==> src/rtl/ir_tx_arbiter_if.sv <==
// Request/grant and IR transmitter bundle for the IR TX arbiter.
// master = arbiter side, slave = requesters and transmitter side.
interface ir_tx_arbiter_if;
  logic [3:0]  req;
  logic [31:0] req_addr;
  logic [31:0] req_cmd;
  logic [3:0]  gnt;
  logic [3:0]  ack;
  logic [3:0]  err;
  logic        tx_send;
  logic [7:0]  tx_addr;
  logic [7:0]  tx_cmd;
  logic        tx_busy;
  logic        active;

  modport master (
    input  req,
    input  req_addr,
    input  req_cmd,
    input  tx_busy,
    output gnt,
    output ack,
    output err,
    output tx_send,
    output tx_addr,
    output tx_cmd,
    output active
  );

  modport slave (
    output req,
    output req_addr,
    output req_cmd,
    output tx_busy,
    input  gnt,
    input  ack,
    input  err,
    input  tx_send,
    input  tx_addr,
    input  tx_cmd,
    input  active
  );
endinterface

==> src/rtl/ir_tx_arbiter.sv <==
// Round-robin arbiter sharing one NEC IR transmitter among
// four requesters, with start timeout and inter-frame gap.
module ir_tx_arbiter #(
  parameter int GAP_CYCLES    = 2025000,
  parameter int START_TIMEOUT = 5000
) (
  input  logic clk,
  input  logic rst,
  ir_tx_arbiter_if.master bus
);

  typedef enum logic [2:0] {
    IDLE,
    ISSUE,
    WAIT_BUSY,
    WAIT_DONE,
    GAP
  } state_t;

  localparam logic [21:0] TO_LAST  =
    22'(START_TIMEOUT - 1);
  localparam logic [21:0] GAP_LAST =
    22'(GAP_CYCLES - 1);

  state_t      state;
  state_t      state_d;
  logic [21:0] timer;
  logic [21:0] timer_d;
  logic [21:0] timer_inc;
  logic [1:0]  last_ptr;
  logic [1:0]  last_ptr_d;
  logic [1:0]  sel;
  logic [1:0]  cand;
  logic        found;

  logic [3:0]  gnt_q;
  logic [3:0]  gnt_d;
  logic [3:0]  ack_q;
  logic [3:0]  ack_d;
  logic [3:0]  err_q;
  logic [3:0]  err_d;
  logic        send_q;
  logic        send_d;
  logic [7:0]  addr_q;
  logic [7:0]  addr_d;
  logic [7:0]  cmd_q;
  logic [7:0]  cmd_d;
  logic        active_q;
  logic        active_d;

  logic        go_issue;
  logic        go_done;
  logic        go_tmo;

  assign timer_inc = (timer == '1) ?
    timer : timer + 22'd1;

  // search starts just past the last winner
  always_comb begin
    sel   = last_ptr;
    cand  = '0;
    found = 1'b0;
    for (int i = 1; i <= 4; i++) begin
      cand = last_ptr + 2'(i);
      if (!found && bus.req[cand]) begin
        found = 1'b1;
        sel   = cand;
      end
    end
  end

  always_ff @(posedge clk) begin
    if (rst) begin
      state    <= IDLE;
      timer    <= '0;
      last_ptr <= 2'd3;
      gnt_q    <= '0;
      ack_q    <= '0;
      err_q    <= '0;
      send_q   <= 1'b0;
      addr_q   <= '0;
      cmd_q    <= '0;
      active_q <= 1'b0;
    end else begin
      state    <= state_d;
      timer    <= timer_d;
      last_ptr <= last_ptr_d;
      gnt_q    <= gnt_d;
      ack_q    <= ack_d;
      err_q    <= err_d;
      send_q   <= send_d;
      addr_q   <= addr_d;
      cmd_q    <= cmd_d;
      active_q <= active_d;
    end
  end

  always_comb begin
    state_d = state;
    timer_d = timer;
    unique case (state)
      IDLE: begin
        if (found) state_d = ISSUE;
      end
      ISSUE: begin
        state_d = WAIT_BUSY;
        timer_d = '0;
      end
      WAIT_BUSY: begin
        if (bus.tx_busy) begin
          state_d = WAIT_DONE;
        end else if (timer == TO_LAST) begin
          state_d = GAP;
          timer_d = '0;
        end else begin
          timer_d = timer_inc;
        end
      end
      WAIT_DONE: begin
        if (!bus.tx_busy) begin
          state_d = GAP;
          timer_d = '0;
        end
      end
      GAP: begin
        if (timer == GAP_LAST) begin
          state_d = IDLE;
          timer_d = '0;
        end else begin
          timer_d = timer_inc;
        end
      end
      default: begin
        state_d = IDLE;
        timer_d = '0;
      end
    endcase
  end

  assign go_issue = (state == IDLE) &&
                    (state_d == ISSUE);
  assign go_done  = (state == WAIT_DONE) &&
                    (state_d == GAP);
  assign go_tmo   = (state == WAIT_BUSY) &&
                    (state_d == GAP);

  always_comb begin
    gnt_d      = gnt_q;
    ack_d      = '0;
    err_d      = '0;
    addr_d     = addr_q;
    cmd_d      = cmd_q;
    last_ptr_d = last_ptr;
    send_d     = (state_d == ISSUE);
    active_d   = (state_d != IDLE);
    unique case (1'b1)
      go_issue: begin
        gnt_d      = 4'b0001 << sel;
        addr_d     = bus.req_addr[{sel, 3'b000} +: 8];
        cmd_d      = bus.req_cmd[{sel, 3'b000} +: 8];
        last_ptr_d = sel;
      end
      go_done: begin
        ack_d = gnt_q;
        gnt_d = '0;
      end
      go_tmo: begin
        err_d = gnt_q;
        gnt_d = '0;
      end
      default: begin
        gnt_d = gnt_q;
      end
    endcase
  end

  assign bus.gnt     = gnt_q;
  assign bus.ack     = ack_q;
  assign bus.err     = err_q;
  assign bus.tx_send = send_q;
  assign bus.tx_addr = addr_q;
  assign bus.tx_cmd  = cmd_q;
  assign bus.active  = active_q;

endmodule

==> src/flat_wrapper.sv <==
// flat-port wrapper written by rule: the top's interface ports become plain ports
module ir_tx_arbiter_flat 
#(
  parameter int GAP_CYCLES    = 2025000,
  parameter int START_TIMEOUT = 5000
)
  (clk, rst, bus_req, bus_req_addr, bus_req_cmd, bus_tx_busy, bus_gnt, bus_ack, bus_err, bus_tx_send, bus_tx_addr, bus_tx_cmd, bus_active);
  ir_tx_arbiter_if bus_i ();
  input  logic clk;
  input  logic rst;
  input wire logic [$bits(bus_i.req)-1:0] bus_req;
  input wire logic [$bits(bus_i.req_addr)-1:0] bus_req_addr;
  input wire logic [$bits(bus_i.req_cmd)-1:0] bus_req_cmd;
  input wire logic [$bits(bus_i.tx_busy)-1:0] bus_tx_busy;
  output wire logic [$bits(bus_i.gnt)-1:0] bus_gnt;
  output wire logic [$bits(bus_i.ack)-1:0] bus_ack;
  output wire logic [$bits(bus_i.err)-1:0] bus_err;
  output wire logic [$bits(bus_i.tx_send)-1:0] bus_tx_send;
  output wire logic [$bits(bus_i.tx_addr)-1:0] bus_tx_addr;
  output wire logic [$bits(bus_i.tx_cmd)-1:0] bus_tx_cmd;
  output wire logic [$bits(bus_i.active)-1:0] bus_active;
  assign bus_i.req = bus_req;
  assign bus_i.req_addr = bus_req_addr;
  assign bus_i.req_cmd = bus_req_cmd;
  assign bus_i.tx_busy = bus_tx_busy;
  assign bus_gnt = bus_i.gnt;
  assign bus_ack = bus_i.ack;
  assign bus_err = bus_i.err;
  assign bus_tx_send = bus_i.tx_send;
  assign bus_tx_addr = bus_i.tx_addr;
  assign bus_tx_cmd = bus_i.tx_cmd;
  assign bus_active = bus_i.active;
  ir_tx_arbiter #(.GAP_CYCLES(GAP_CYCLES), .START_TIMEOUT(START_TIMEOUT)) u_core (.clk(clk), .rst(rst), .bus(bus_i));
endmodule
==> config.mk <==
export PLATFORM = sky130hd
export DESIGN_NAME = ir_tx_arbiter_flat
export DESIGN_NICKNAME = d
export VERILOG_FILES = /design/src/rtl/ir_tx_arbiter_if.sv /design/src/rtl/ir_tx_arbiter.sv /design/src/flat_wrapper.sv
export SDC_FILE = /design/constraint.sdc
export NUM_CORES = 1
export LEC_CHECK = 0
export BUFFER_PORTS_ARGS = -buffer_cell sky130_fd_sc_hd__buf_2
export CAP_MARGIN = 10
export CORE_MARGIN = 3
export CORE_UTILIZATION = 55
export DETAILED_ROUTE_END_ITERATION = 8
export PLACE_DENSITY = 0.93
export SYNTH_ARGS = -nofsm -noshare
export SYNTH_HDL_FRONTEND = slang
export SYNTH_SLANG_ARGS = --single-unit
==> constraint.sdc <==
create_clock -name clk -period 5.2 [get_ports clk]
set_input_delay 0.26 -clock clk [delete_from_list [all_inputs] [get_ports clk]]
set_output_delay 0.26 -clock clk [all_outputs]
set_load 0.01 [all_outputs]
# After elaboration in Yosys (flattened, before gate mapping)
# Index checks and enable logic that the tools add are counted.
# W data, S select, Z words.
# totals
reg_bits	57
latchBits	0
ramBits	0
romBits	0
word_cells	80
mem_count	0
# op_classes
addsub	4
mul	0
n_div	0
order_cmp	4
n_eq_ne	11
shift	3
muxes	29
bitwise	3
n_reduce_logical	16
# op_table
cell	n
$mux W22	5
$pmux W22 S4	1
$shiftx A32 B6 Y8	2
$add A22 B1 Y22 const B	1
$eq A22 B13 Y1 const B	1
$eq A22 B21 Y1 const B	1
$eq A22 B22 Y1 const B	1
$mux W3	5
$pmux W3 S5	1
$lt A2 B3 Y1 const B	4
$bmux W1 S2	4
$mux W1	8
$mux W2	4
$pmux W4 S2	1
$eq A3 B1 Y1 const B	2
$eq A3 B2 Y1 const B	2
$eq A3 B3 Y1 const B	2
$logic_and A1 B1 Y1	6
$reduce_or A2 Y1	3
$add A2 B2 Y2 const B	2
$ne A2 B2 Y1 const B	2
$shl A1 B2 Y4 const A	1
$logic_not A1 Y1	3
$logic_not A3 Y1	1
5 further kinds	7

# Depth between registers and ports, before layout
# Gate-level depths: netlist (run 1).
# logic_depth
depth_word	19
mapped_depth	9

# Least setup slack after synthesis (run 1)
# Ideal clock, no wire load.
# synth_path
path_type	register -> register
from	reg u_core.timer[0]
to	reg u_core.addr_q[3], in the netlist u_core.bus.tx_addr[3]
setup_ps	67
t_arrival_ps	1994
required_time_ps	5133
slack_ps	3139
path_stages_with_launch	10
n_path_buf	2
synth_period_minus_slack_ps	2061
path_cell_list	dfxtp_1 > ha_1 > nor4b_1 > nand2_1 > o21ai_4 > o21ai_2 > or3_1 > buf_6 > buf_12 > o21ai_2
# synth_between
elab_chain_cells	6
word_cells_on_any_way	8
# synth_rtl
item	line_no	text
start: declaration	ir_tx_arbiter.sv:27	logic [21:0] timer;
start signal: assignment	ir_tx_arbiter.sv:86	timer <= timer_d;
$eq A22 B13 Y1	ir_tx_arbiter.sv:112	end else if (timer == TO_LAST) begin
$mux W3	ir_tx_arbiter.sv:112	
$mux W3	ir_tx_arbiter.sv:110	if (bus.tx_busy) begin
$pmux W3 S5 *	ir_tx_arbiter.sv:101	unique case (state)
$eq A3 B1 Y1 *	ir_tx_arbiter.sv:141	(state_d == ISSUE);
$logic_and A1 B1 Y1 *	ir_tx_arbiter.sv:140	assign go_issue = (state == IDLE) &&
end signal: assignment	ir_tx_arbiter.sv:92	addr_q <= addr_d;
end: declaration	ir_tx_arbiter.sv:44	logic [7:0] addr_q;
# Mark *: on every way between the ends. The rest lies on a longest branch, timed or not.
# A chain may end at the register's enable or synchronous reset.

# Final worst setup path (run 1)
# layout_path
from	reg u_core.last_ptr[1]
to	reg u_core.addr_q[4], in the netlist u_core.bus.tx_addr[4]
# layout_between
elab_chain_cells	17
word_cells_on_any_way	30
# layout_rtl
item	line_no	text
start: declaration	ir_tx_arbiter.sv:30	logic [1:0] last_ptr;
start signal: assignment	ir_tx_arbiter.sv:87	last_ptr <= last_ptr_d;
$add A2 B1 Y2	ir_tx_arbiter.sv:64	cand = last_ptr + 2'(i);
$bmux W1 S2	ir_tx_arbiter.sv:65	if (!found && bus.req[cand]) begin
$mux W1 (not written as such)	ir_tx_arbiter.sv:65	
$mux W1	ir_tx_arbiter.sv:65	
$logic_not A1 Y1	ir_tx_arbiter.sv:65	
$logic_and A1 B1 Y1	ir_tx_arbiter.sv:65	
$mux W1	ir_tx_arbiter.sv:65	
$logic_not A1 Y1	ir_tx_arbiter.sv:65	
$logic_and A1 B1 Y1	ir_tx_arbiter.sv:65	
$mux W1	ir_tx_arbiter.sv:65	
$logic_not A1 Y1	ir_tx_arbiter.sv:65	
$logic_and A1 B1 Y1	ir_tx_arbiter.sv:65	
$mux W1	ir_tx_arbiter.sv:65	
$mux W3	ir_tx_arbiter.sv:103	if (found) state_d = ISSUE;
$pmux W3 S5	ir_tx_arbiter.sv:101	
$eq A3 B1 Y1	ir_tx_arbiter.sv:141	
$logic_and A1 B1 Y1	ir_tx_arbiter.sv:140	
# Parallel ways exist; a longest one is shown, timed or not. The select of a mux whose other input is x is not followed.

==> flow_summary.json, run 1 <==
{
  "synth-seq-area-share": 0.3457,
  "layout.nets": 527,
  "start_util": 0.5851,
  "antenna_left": 0,
  "drv_slew": 0,
  "clock_latency_ns": 0.35,
  "placed_area_um2": 3751,
  "firstDrtPassIters": 4,
  "gr-total-overflow": 0,
  "clockBufferDepth": 2,
  "drive_above_1_share": 0.3370,
  "diodes": 0,
  "areaGrowthSynthToFinish_pct": 21.04,
  "drc_errors": 0,
  "routed_wl_um": 8152,
  "ir_worst_vdd_mv": 0.3178,
  "die_h_um": 83.47,
  "design_area_um2": 3995,
  "routedWlPerCell_um": 15.32,
  "final_cell_mix": "buf_2 (100), dfxtp_1 (57), mux2i_1 (39)",
  "cts_tree": "built",
  "grt.total_usage": 0.2404,
  "hold_ws_ns": 0.3309,
  "worstSetupPathType": "reg2reg",
  "yosysWarnings": 0,
  "yosys.cell_types.count": 55,
  "post-route-min-period_ns": 2.946,
  "cts_resized": 0,
  "cts.sink_count": 57,
  "avgSynthCellArea_um2": 9.043,
  "grt_max_degree": 31,
  "startpoint_type": "flop",
  "clk_pin_slew_ns": 0.06,
  "postSynthCellCount": 365,
  "drt_iter0_drc": 260,
  "timing.final.hold_violations": 0,
  "final_common_cell": "buf_2",
  "max_cap_viol_count": 0,
  "core_um2": 5642,
  "worstMarginPinSlew_ns": 1.162,
  "powerDensity_nw_per_um2": 413.8,
  "io_buffers": 100,
  "synth_nets": 437,
  "dp_hpwl_um": 5922,
  "status": "finished clean",
  "yosys_register_bits": 57,
  "io_pins": 101,
  "p_leak_nw": 1.785,
  "grt_pass1_vias": 3064,
  "globalplace.congestion": 0.9181,
  "antenna_found_initial": 0,
  "htreeDepth": 3,
  "hold_path_class": "in2reg",
  "vias": 3035,
  "max_freq_mhz": 339.5,
  "die_width_um": 83.47,
  "rsz0062_at_grt": "no",
  "required_ns": 5.41,
  "endpoint_kind": "flop",
  "cts-root-buf": "clkbuf_8",
  "max-slew-margin-rel": 0.2252,
  "worstPathMaxFanout": 20,
  "critPathArrivalTime_ns": 3.16,
  "period_share": 0.5665,
  "fp-row-count": 27,
  "via_per_inst": 5.705,
  "dieArea_um2": 6966,
  "grt_pass1_wl_um": 13770,
  "setup_ws_ns": 2.254,
  "pre_cts_ws_ns": 2.296,
  "numCtsBuffers": 9,
  "finClkSkew_ns": 0.006832,
  "setup_viol": 0,
  "syn_area_um2": 3301,
  "post_cts_buffers": 0,
  "fin_setup_tns_ns": 0,
  "postCtsHoldBufs": 0
}
==> cell usage after synthesis (all sizes together) <==
| master | instances | area share |
|---|---|---|
| nor4 | 3 | 0.010 |
| or2 | 1 | 0.0019 |
| o2bb2a | 1 | 0.0030 |
| o21a | 3 | 0.0068 |
| and2 | 10 | 0.019 |
| a21boi | 2 | 0.0045 |
| nor3b | 1 | 0.0023 |
| a221o | 1 | 0.0030 |
| and4 | 1 | 0.0027 |
| and3 | 5 | 0.0095 |
| xnor2 | 2 | 0.0053 |
| nand2 | 19 | 0.022 |
| nand3b | 3 | 0.0068 |
| o211ai | 1 | 0.0038 |
| a211oi | 4 | 0.0091 |
| clkbuf | 10 | 0.011 |
| nand2b | 2 | 0.0038 |
| nor2 | 32 | 0.036 |
| dfxtp | 57 | 0.35 |
| a211o | 2 | 0.0057 |
| a21o | 2 | 0.0045 |
| inv | 4 | 0.0045 |
| nor3 | 4 | 0.0061 |
| a31o | 2 | 0.0053 |
| nand4 | 9 | 0.017 |
| and2b | 1 | 0.0023 |
| nor4b | 4 | 0.013 |
| nand3 | 11 | 0.017 |
| or4 | 2 | 0.0057 |
| mux2 | 18 | 0.061 |
| or4b | 1 | 0.0030 |
| or2b | 2 | 0.0045 |
| a21oi | 12 | 0.018 |
| mux2i | 39 | 0.12 |
| o31ai | 1 | 0.0023 |
| or3 | 3 | 0.0057 |
| ha | 1 | 0.0038 |
| a31oi | 4 | 0.0095 |
| o21ai | 42 | 0.078 |
| nor2b | 17 | 0.032 |
| buf | 12 | 0.038 |
| xor2 | 14 | 0.037 |
==> area by class of cell <==
cell class | instances | area, um2
Sequential cell | 57 | 1141
Clock buffer | 11 | 141.4
Timing Repair Buffer | 101 | 508.0
Clock inverter | 5 | 102.6
Tap cell | 72 | 90.09
Fill cell | 420 | 1647
Multi-Input combinational cell | 282 | 1997
Inverter | 4 | 15.01
==> final timing paths <==
path                       from  cells past startpoint               endpoint  slack (ns)
min                 bus_tx_busy                      4        u_core.state[2]        0.33
min reg2reg   u_core.bus.gnt[2]                      2      u_core.bus.gnt[2]        0.49
max reg2reg  u_core.last_ptr[1]                      7  u_core.bus.tx_addr[4]        2.25
max          u_core.last_ptr[1]                      7  u_core.bus.tx_addr[4]        2.25
==> registers in the layout (all words and copies together), names as in the netlist <==
name,cells
u_core.bus.tx_send,1
u_core.bus.tx_cmd,8
u_core.state,3
u_core.timer,22
u_core.bus.err,4
u_core.bus.tx_addr,8
u_core.bus.active,1
u_core.last_ptr,2
u_core.bus.gnt,4
u_core.bus.ack,4
==> cell families (layout without fill, tap and decap cells) <==
family,Yosys count,after routing,synth area share
and+or+nand+nor,131,131,0.2199
xor gates and xnor gates,16,16,0.04246
adders and majority gates,1,1,0.003790
muxes,57,57,0.1797
buffers and inverters,26,121,0.05420
DFF,57,57,0.3457
AOI/OAI and AO/OA,77,77,0.1543
==> critical path, stage by stage (launching register included) <==
cell and delay, ns:
dfxtp_1 0.55, mux2i_1 0.30, nor2_1 0.10, a211oi_4 0.92, buf_4 0.45, mux2i_1 0.25
mux2_2 0.19, o21ai_2 0.05
==> power breakdown <==
part	total [W]	leakage [nW]	switching, W	internal [W]
Clock	0.000509	0.120	0.000178	0.000330
Combinational	0.000591	1.20	0.000320	0.000271
Sequential	0.000553	0.464	0.0000508	0.000503
Total	0.00165	1.79	0.000549	0.00110
==> metal layers <==
| metal | global-route usage | vias up | routed length [um] |
|---|---|---|---|
| li1 | - | 1486 | - |
| met1 | 0.2652 | 1398 | 3195 |
| met2 | 0.4125 | 121 | 4101 |
| met3 | 0.08983 | 30 | 544 |
| met4 | 0.1053 | 0 | 311 |
| met5 | 0 | - | 0 |
==> per-stage QoR <==
| stage | cells | util | power (W) |
|---|---|---|---|
| final | 532 | 0.7081 | 0.001653 |
| after CTS | 532 | 0.7081 | 0.001658 |
| after floorplan | 365 | - | 0.001016 |
| after global placement | 516 | 0.6649 | 0.001118 |
| after detailed placement | 516 | 0.6649 | 0.001144 |
| after global routing | 532 | 0.7081 | 0.001740 |
(Power assumes the default switching activity.)
==> inputs of run 2 (changes only) <==
ABC_AREA = 1   (was default)
CORE_UTILIZATION = 48   (was 55)
PLACE_DENSITY = 0.85   (was 0.93)
clock period = 2.7 ns   (was 5.2 ns; I/O delays follow)
==> run 2 against run 1 <==
Compared with the run above:
- sequential power up 110%
- non-clock buffer count up 1
- critical path type unchanged
- critical path depth up 8
- largest cell class unchanged
- fmax up 24%
- clock skew up 0.0037 ns
- global-route usage down 1.3 points
- highest routed layer unchanged
- total power rose to 3.1 times the previous value
==> flow_summary.json, run 2 <==
{
  "postSynthCellCount": 603,
  "max_cap_viol_count": 0,
  "crit_path_cell_trace": "inv_4, nand2_1, nand2_2, nand2_2, nand2_4, inv_2, nand3_2, nand2_4, nand2_4, nand2_1, nand2_1, nand2_1, nand3_2, nand2_1, inv_1",
  "yosys.cell_types.count": 34,
  "fp-row-count": 31,
  "max-slew-margin-rel": 0.5041,
  "yosysTopAreaCell": "dfxtp_1",
  "dp_hpwl_um": 7381,
  "synth_enable_flop_cells": 0,
  "dieArea_um2": 8809,
  "clockBufferDepth": 2,
  "slowest_delay_ns": 0.59,
  "post_cts_buffers": 0,
  "grt_max_degree": 39,
  "layout.nets": 766,
  "clk_pin_slew_ns": 0.07,
  "max_freq_mhz": 419.8,
  "antenna_left": 0,
  "via_per_inst": 5.118,
  "crit_cells": 15,
  "drive_above_1_share": 0.2303,
  "r2r_cells": 15,
  "async_flop_share": 0,
  "routed_wl_um": 9635,
  "cts_tree": "built",
  "worstPathMaxFanout": 36,
  "synthSimpleGateAreaFrac": 0.5174,
  "seq_area_um2": 1141,
  "final_cell_mix": "nand2_1 (209), buf_2 (100), nor2_1 (79)",
  "post-route-min-period_ns": 2.382,
  "grt_pass1_wl_um": 16140,
  "io_pins": 101,
  "routedWlPerCell_um": 12.07,
  "synth_most_common_cell": "nand2_1",
  "diodes": 0,
  "die_h_um": 93.86,
  "crit_top_cell": "nand2_1",
  "cp_slowest_cell": "dfxtp_1",
  "final_common_cell": "nand2_1",
  "synth_fa_ha_area_frac": 0.003377,
  "multiInputGateArea_um2": 2131,
  "synthXorXnorAreaFrac": 0.01182,
  "numCtsBuffers": 9,
  "globalplace.congestion": 0.9598,
  "worstSetupPathType": "reg2reg",
  "cts.sink_count": 57,
  "period_share": 0.8823,
  "endpoint_kind": "flop",
  "status": "finished clean",
  "required_ns": 2.94,
  "p_leak_nw": 2.320,
  "synth_nets": 675,
  "fin_setup_tns_ns": 0,
  "clock_latency_ns": 0.34,
  "core_um2": 7370,
  "synth_top_area_frac": 0.3080,
  "startpoint_type": "flop",
  "drv_slew": 0,
  "critical-path-top-delay-family": "simple AND/OR/NAND/NOR gates",
  "finClkSkew_ns": 0.01055,
  "ir_worst_vdd_mv": 0.6652,
  "hold_ws_ns": 0.1618,
  "hold_path_depth": 7,
  "pre_cts_ws_ns": 0.3327,
  "grt.total_usage": 0.2272,
  "synth-compound-area-share": 0.04255,
  "synth_commonest_cells": "nand2_1 (209), nor2_1 (79), inv_1 (65)",
  "powerDensity_nw_per_um2": 1163,
  "vias": 4084,
  "io_buffers": 100,
  "largest_reg_flops": 22,
  "postCtsHoldBufs": 0,
  "drc_errors": 0,
  "gr-total-overflow": 0,
  "dp.cells": 782,
  "final_cells": 798,
  "critPathArrivalTime_ns": 2.62,
  "antenna_found_initial": 0,
  "setup_viol": 0,
  "grt_pass1_vias": 3769,
  "setup_ws_ns": 0.3179,
  "syn_area_um2": 3705,
  "final.fill_count": 692,
  "synth_top_family_by_area": "simple AND/OR/NAND/NOR gates",
  "final_util": 0.5954,
  "largest_register": "u_core.timer",
  "synth-seq-area-share": 0.3080,
  "synth_mux_area_frac": 0,
  "avgSynthCellArea_um2": 6.144,
  "synthFlopType": "dfxtp_1",
  "netlist_top_cells_area": "dfxtp_1 (31%), nand2_1 (21%), nand3_1 (8.6%)",
  "areaGrowthSynthToFinish_pct": 18.44,
  "cts-root-buf": "clkbuf_8",
  "timing.final.hold_violations": 0,
  "die_width_um": 93.86,
  "rsz0062_at_grt": "no",
  "critPathBufInv": 3,
  "firstDrtPassIters": 7,
  "yosysWarnings": 0,
  "hold_path_class": "in2reg",
  "start_util": 0.5027,
  "htreeDepth": 3,
  "yosys_register_bits": 57,
  "worstMarginPinSlew_ns": 0.7428,
  "cts_resized": 0,
  "drt_iter0_drc": 174
}
## run 2: cells by family (layout without fill, tap and decap cells)
family	after synthesis	after routing
AND/OR/NAND/NOR	417	417
buffers and inverters	94	190
flip-flops	57	57
adder cells (fa/ha/maj)	1	1
AO/OA/AOI/OAI	29	29
XOR/XNOR	5	5
## run 2: path summary, 6_finish.rpt
kind	endpoint	start	slack, ns
worst max-delay path	u_core.bus.tx_cmd[7]	u_core.last_ptr[0]	0.32
worst min-delay path	u_core.bus.tx_addr[5]	bus_req_addr[21]	0.16
worst max register to register	u_core.bus.tx_cmd[7]	u_core.last_ptr[0]	0.32
worst min register to register	u_core.bus.ack[0]	u_core.bus.gnt[0]	0.48
## run 2: worst min-delay path, cell delays in order
cell	delay [ns]
buf_2	0.08
nand2_1	0.04
nand2_1	0.05
nand2_1	0.05
nand3_2	0.05
nand2_1	0.04
inv_1	0.04
## run 2: where the power goes
part / internal, W / switching, W
registers: 0.00102 / 0.000131
clock network: 0.000433 / 0.000364
logic: 0.000991 / 0.00216
## run 2: cell type report
class | count | area share
Clock buffer | 9 | 0.02823
Sequential cell | 57 | 0.2601
Multi-Input combinational cell | 452 | 0.4856
Inverter | 72 | 0.06273
Timing Repair Buffer | 102 | 0.1175
Clock inverter | 7 | 0.01768
Tap cell | 99 | 0.02823
## run 2: stage by stage
stage / total power, W / area, um2
2_1_floorplan: 0.003899 / 3705
3_3_place_gp: 0.004205 / 4187
3_5_place_dp: 0.004302 / 4187
4_1_cts: 0.005109 / 4388
5_1_grt: 0.005609 / 4388
6_report: 0.005102 / 4388
## run 2: per-layer routing
metal  up-vias  wire (um)  global-route usage
met5         -          0                   0
met4         0        195             0.09386
met3        21        747             0.06971
met2       164       4695              0.3879
met1      1826       3997              0.2623
li1       2073          -                   -
